### src/rtl/difficulty_ramp.sv
// Score-driven difficulty controller: level, ramped scroll speed and minimum spawn gap.
// Optional spawn-gap jitter from an LFSR input is enabled by defining DIFFICULTY_RAMP_JITTER_EN.
module difficulty_ramp #(
    parameter int MIN_SPEED   = 1,
    parameter int MAX_SPEED   = 4,
    parameter int ACCEL_TICKS = 30,
    parameter int BASE_GAP    = 60,
    parameter int GAP_DEC     = 8,
    parameter int MIN_GAP     = 24
) (
    input  logic        clk,
    input  logic        rst,
    input  logic        i_game_start_pulse,
    input  logic        i_game_frozen,
    input  logic        i_game_tick,
    input  logic [15:0] i_score,
`ifdef DIFFICULTY_RAMP_JITTER_EN
    input  logic [7:0]  i_rng,
`endif
    output logic [2:0]  o_speed,
    output logic [6:0]  o_min_gap,
    output logic [3:0]  o_level,
    output logic        o_level_up_pulse
);

    localparam int CNT_W = (ACCEL_TICKS > 1) ? $clog2(ACCEL_TICKS) : 1;
    localparam logic [CNT_W-1:0] CNT_LAST = CNT_W'(ACCEL_TICKS - 1);

    typedef enum logic [1:0] {IDLE, RUN, HOLD} state_t;

    state_t           state_q, state_d;
    logic [3:0]       level_q, level_d;
    logic [2:0]       speed_q, speed_d;
    logic [6:0]       gap_q, gap_d;
    logic             pulse_q, pulse_d;
    logic [CNT_W-1:0] accel_cnt_q, accel_cnt_d;

    logic [3:0]        target_level;
    logic [2:0]        target_speed;
    logic [6:0]        gap_calc;
    logic [6:0]        gap_next;
    logic signed [11:0] gap_raw;

    function automatic logic [3:0] sat_digit(input logic [3:0] d);
        return (d > 4'd9) ? 4'd9 : d;
    endfunction

    function automatic logic [3:0] level_from_score(input logic [3:0] th, input logic [3:0] hu);
        logic [6:0] raw;
        raw = 7'(sat_digit(th)) * 7'd10 + 7'(sat_digit(hu));
        return (raw > 7'd15) ? 4'd15 : raw[3:0];
    endfunction

    function automatic logic [2:0] speed_for_level(input logic [3:0] lvl);
        logic [3:0] raw;
        raw = 4'(MIN_SPEED) + {2'b00, lvl[3:2]};
        return (raw > 4'(MAX_SPEED)) ? 3'(MAX_SPEED) : raw[2:0];
    endfunction

    logic unused_score;
    assign unused_score = ^i_score[7:0];

    assign target_level = level_from_score(i_score[15:12], i_score[11:8]);
    assign target_speed = speed_for_level(level_q);

    // Widened signed subtraction so deep levels go negative instead of wrapping.
    assign gap_raw  = 12'(BASE_GAP) - 12'(GAP_DEC) * {8'd0, level_q};
    assign gap_calc = (gap_raw < $signed(12'(MIN_GAP))) ? 7'(MIN_GAP) : gap_raw[6:0];

`ifdef DIFFICULTY_RAMP_JITTER_EN
    logic [7:0] jit_sum;
    logic       unused_rng;
    assign unused_rng = ^i_rng[7:3];
    assign jit_sum    = {1'b0, gap_calc} + {5'd0, i_rng[2:0]};
    assign gap_next   = jit_sum[7] ? 7'd127 : jit_sum[6:0];
`else
    assign gap_next   = gap_calc;
`endif

    always_comb begin
        state_d     = state_q;
        level_d     = level_q;
        speed_d     = speed_q;
        gap_d       = gap_q;
        accel_cnt_d = accel_cnt_q;
        pulse_d     = 1'b0;
        if (i_game_start_pulse) begin
            state_d     = RUN;
            level_d     = 4'd0;
            speed_d     = 3'(MIN_SPEED);
            gap_d       = 7'(BASE_GAP);
            accel_cnt_d = '0;
        end else begin
            case (state_q)
                RUN: begin
                    gap_d = gap_next;
                    if (i_game_frozen) begin
                        state_d = HOLD;
                    end else if (i_game_tick) begin
                        if (level_q < target_level) begin
                            level_d = level_q + 4'd1;
                            pulse_d = 1'b1;
                        end
                        if (speed_q < target_speed) begin
                            if (accel_cnt_q == CNT_LAST) begin
                                speed_d     = speed_q + 3'd1;
                                accel_cnt_d = '0;
                            end else begin
                                accel_cnt_d = accel_cnt_q + 1'b1;
                            end
                        end else begin
                            accel_cnt_d = '0;
                        end
                    end
                end
                default: ;
            endcase
        end
    end

    always_ff @(posedge clk) begin
        if (rst) begin
            state_q     <= IDLE;
            level_q     <= 4'd0;
            speed_q     <= 3'(MIN_SPEED);
            gap_q       <= 7'(BASE_GAP);
            accel_cnt_q <= '0;
            pulse_q     <= 1'b0;
        end else begin
            state_q     <= state_d;
            level_q     <= level_d;
            speed_q     <= speed_d;
            gap_q       <= gap_d;
            accel_cnt_q <= accel_cnt_d;
            pulse_q     <= pulse_d;
        end
    end

    assign o_speed          = speed_q;
    assign o_min_gap        = gap_q;
    assign o_level          = level_q;
    assign o_level_up_pulse = pulse_q;

endmodule

### config.mk
export PLATFORM = sky130hd
export DESIGN_NAME = difficulty_ramp
export DESIGN_NICKNAME = d
export VERILOG_FILES = /design/src/rtl/difficulty_ramp.sv
export SDC_FILE = /design/constraint.sdc
export NUM_CORES = 1
export LEC_CHECK = 0
export ABC_AREA = 1
export CAP_MARGIN = 10
export CORE_MARGIN = 2
export CORE_UTILIZATION = 53
export DETAILED_ROUTE_END_ITERATION = 10
export PLACE_DENSITY_LB_ADDON = 0.05
export SETUP_SLACK_MARGIN = 0.4
export SKIP_LAST_GASP = 1
export SYNTH_ARGS = -nofsm -noshare
export SYNTH_HDL_FRONTEND = slang
export SYNTH_SLANG_ARGS = --single-unit
### constraint.sdc
create_clock -name clk -period 4.9 [get_ports clk]
set_input_delay 0.49 -clock clk [delete_from_list [all_inputs] [get_ports clk]]
set_output_delay 0.49 -clock clk [all_outputs]
set_load 0.02 [all_outputs]
==> impl_metrics.toml <==
[setup_path]
path_max_fanout = 5
arrival_ps = 3750
path_class = "primary input to flip-flop"
cp-end-kind = "flip-flop"
cp-start-kind = "primary input"
worst_ep_required_time_ps = 5100

[pwr]
pwr-share-clk_pct = 29.4
switching_share_pct = 28.8
p_int_mw = 0.241
cellLeakagePower_nw = 0.841
pwr-share-comb_pct = 21.7
p_sw_mw = 0.0973
p_per_area_mw_per_mm2 = 192
peakVddDrop_mv = 0.116
p_seq_share_pct = 49.0

[clocking]
clk_path_buf_depth = 2
numCtsBuffers = 3
post-cts-setup-buffers = 0
hold_buffers = 0
cts_sinks = 20
clkSlewWorstSetupHoldPaths_ps = 120
htree_num_levels = 1
worstSkewPairLatency_ps = 310
cts_resized = 0
root_buffer = "clkbuf_4"
tritoncts = "done"

[grt]
grt_util_all_layers_pct = 18.9
grt_max_degree = 12
grt_pass1_vias = 1146
grt_pass1_wl_um = 4870
antenna_found_initial = 0
grt.overflow.total = 0

[timing]
rsz0062_at_grt = "no"
hold_violations = 0
setup_violations = 0
post-route-period-util_pct = 72.6
setup_tns_ps = 0
fin_skew_ps = 6.92
relSlewSlack_pct = 65.1
whs_ps = 489
worst_pin_slew_ps = 521
slew_viol_final = 0
fmax_ghz = 0.281
period_minus_slack_ps = 3560
setup_ws_ps = 1340

[floorplan]
die_h_um = 56.6
die_area_sq_mm = 0.00321
die_x_um = 56.6
rows = 19
core_region_area_sq_mm = 0.00269
ios = 36
initial_utilization_pct = 54.6

[layout]
insertedDiodeCount = 0
fillers = 233
drive_gt1_share_pct = 7.24
layout-area-overhead-vs-synth_pct = 19.8
final_nets = 265

[route]
firstDrtPassIters = 4
drc = 0
dr_total_vias = 1303
drtIter0Drc = 51
ant_nets = 0
wl_per_cell_um = 10.8
wl_um = 2730
via_per_inst = 5.17

[logic_synthesis]
synth-main-ff-cell = "dfxtp_1"
yosysMostFrequentCell = "inv_1"
synth_area_sq_mm = 0.00147
avgSynthCellArea_sq_um = 7.45
ys_types = 30
synth_top_area_cell = "dfxtp_1"
synth.area.top_cells = "dfxtp_1 (27%), ha_1 (17%), inv_1 (7.9%), nand2_1 (7.7%), nor2_1 (5.4%)"
synthCells = 197
synth_seq_area_share_pct = 27.3
async_reset_ff_share_pct = 0
netlist_top_cells_count = "inv_1 (31), nand2_1 (30), nor2_1 (21)"
ys_warn_count = 0
synth_top_area_share_pct = 27.3
synth_seq_cells = 20
synth_edf_count = 0

[outcome]
status = "complete, no violations"

[placement]
portBuffers = 25
hpwl_um = 2220
post-place-ws_ps = 991
globalplace.congestion = 0.837

[worst_hold_path]
hold_path.class = "flip-flop to flip-flop"

[job]
cap_violations = 0
==> critical path: stages <==
cell and delay (ps):
clkdlybuf4s50_1 490, nor2_1 300, ha_1 290, ha_1 210, fa_1 520, nand2_1 60
inv_1 70, nand3_1 80, nand2_1 60, nand2_1 70, nand2_1 110, a21oi_1 50
ha_1 320, a211oi_4 380, nand2_4 110, nand2_1 90, a21oi_2 50
==> per-layer routing <==
layer	wire, um	global-route usage (%)	vias up
li1	-	-	689
met1	1250	24.1	588
met2	1360	31.7	22
met3	85	3.00	4
met4	38	7.14	0
met5	0	0	-
==> stage by stage <==
stage | cell area, sq um | power (mW) | util, % | cells
after floorplan | 1470 | 0.222 | - | 198
after global placement | 1720 | 0.241 | 64.1 | 248
after detailed placement | 1720 | 0.243 | 64.1 | 248
after CTS | 1760 | 0.344 | 65.4 | 252
after global routing | 1760 | 0.361 | 65.4 | 252
final | 1760 | 0.338 | 65.4 | 252
==> power by group through the flow <==
stage / registers (mW) / logic [mW] / clock network (mW)
3_5_place_dp: 0.169 / 0.0738 / 0
5_1_grt: 0.166 / 0.0849 / 0.110
2_1_floorplan: 0.170 / 0.0520 / 0
3_3_place_gp: 0.169 / 0.0719 / 0
4_1_cts: 0.166 / 0.0742 / 0.104
6_report: 0.166 / 0.0733 / 0.0993
==> final timing paths <==
path	start	end	slack, ps	depth (start not counted)
worst max-delay path	i_score[15]	o_level[0]	1340	17
worst min-delay path	accel_cnt_q[4]	accel_cnt_q[4]	490	2
worst max register to register	o_level[2]	o_speed[2]	2660	10
worst min register to register	accel_cnt_q[4]	accel_cnt_q[4]	490	2
==> area by class of cell <==
type | count | area, sq um | area share [%]
multi-input combinational | 140 | 912 | 51.9
clock buffer | 4 | 36.3 | 2.06
tap | 31 | 38.8 | 2.21
timing repair buffer | 25 | 250 | 14.2
inverter | 32 | 120 | 6.83
sequential | 20 | 400 | 22.8
==> cells in the final DEF (no fill, tap or decap), types with 9 or more instances in the layout <==
master and instances:
a21oi_1 11, dfxtp_1 20, nor2_1 21, clkdlybuf4s50_1 25, nand3_1 15, o21ai_0 9, inv_1 31, nand2_1 30
ha_1 20
==> flip-flops by register name, indices dropped and copies added (netlist names) <==
signal / count
o_min_gap: 5
o_level: 4
o_level_up_pulse: 1
accel_cnt_q: 5
state_q: 2
o_speed: 3
==> cell families after synthesis <==
group	synth area share, %
other	0.256
AO/OA/AOI/OAI	14.4
buffers and inverters	10.8
adder cells (fa/ha/maj)	19.8
XOR/XNOR	1.79
AND/OR/NAND/NOR	25.7
flip-flops	27.3
(Power assumes the default switching activity.)
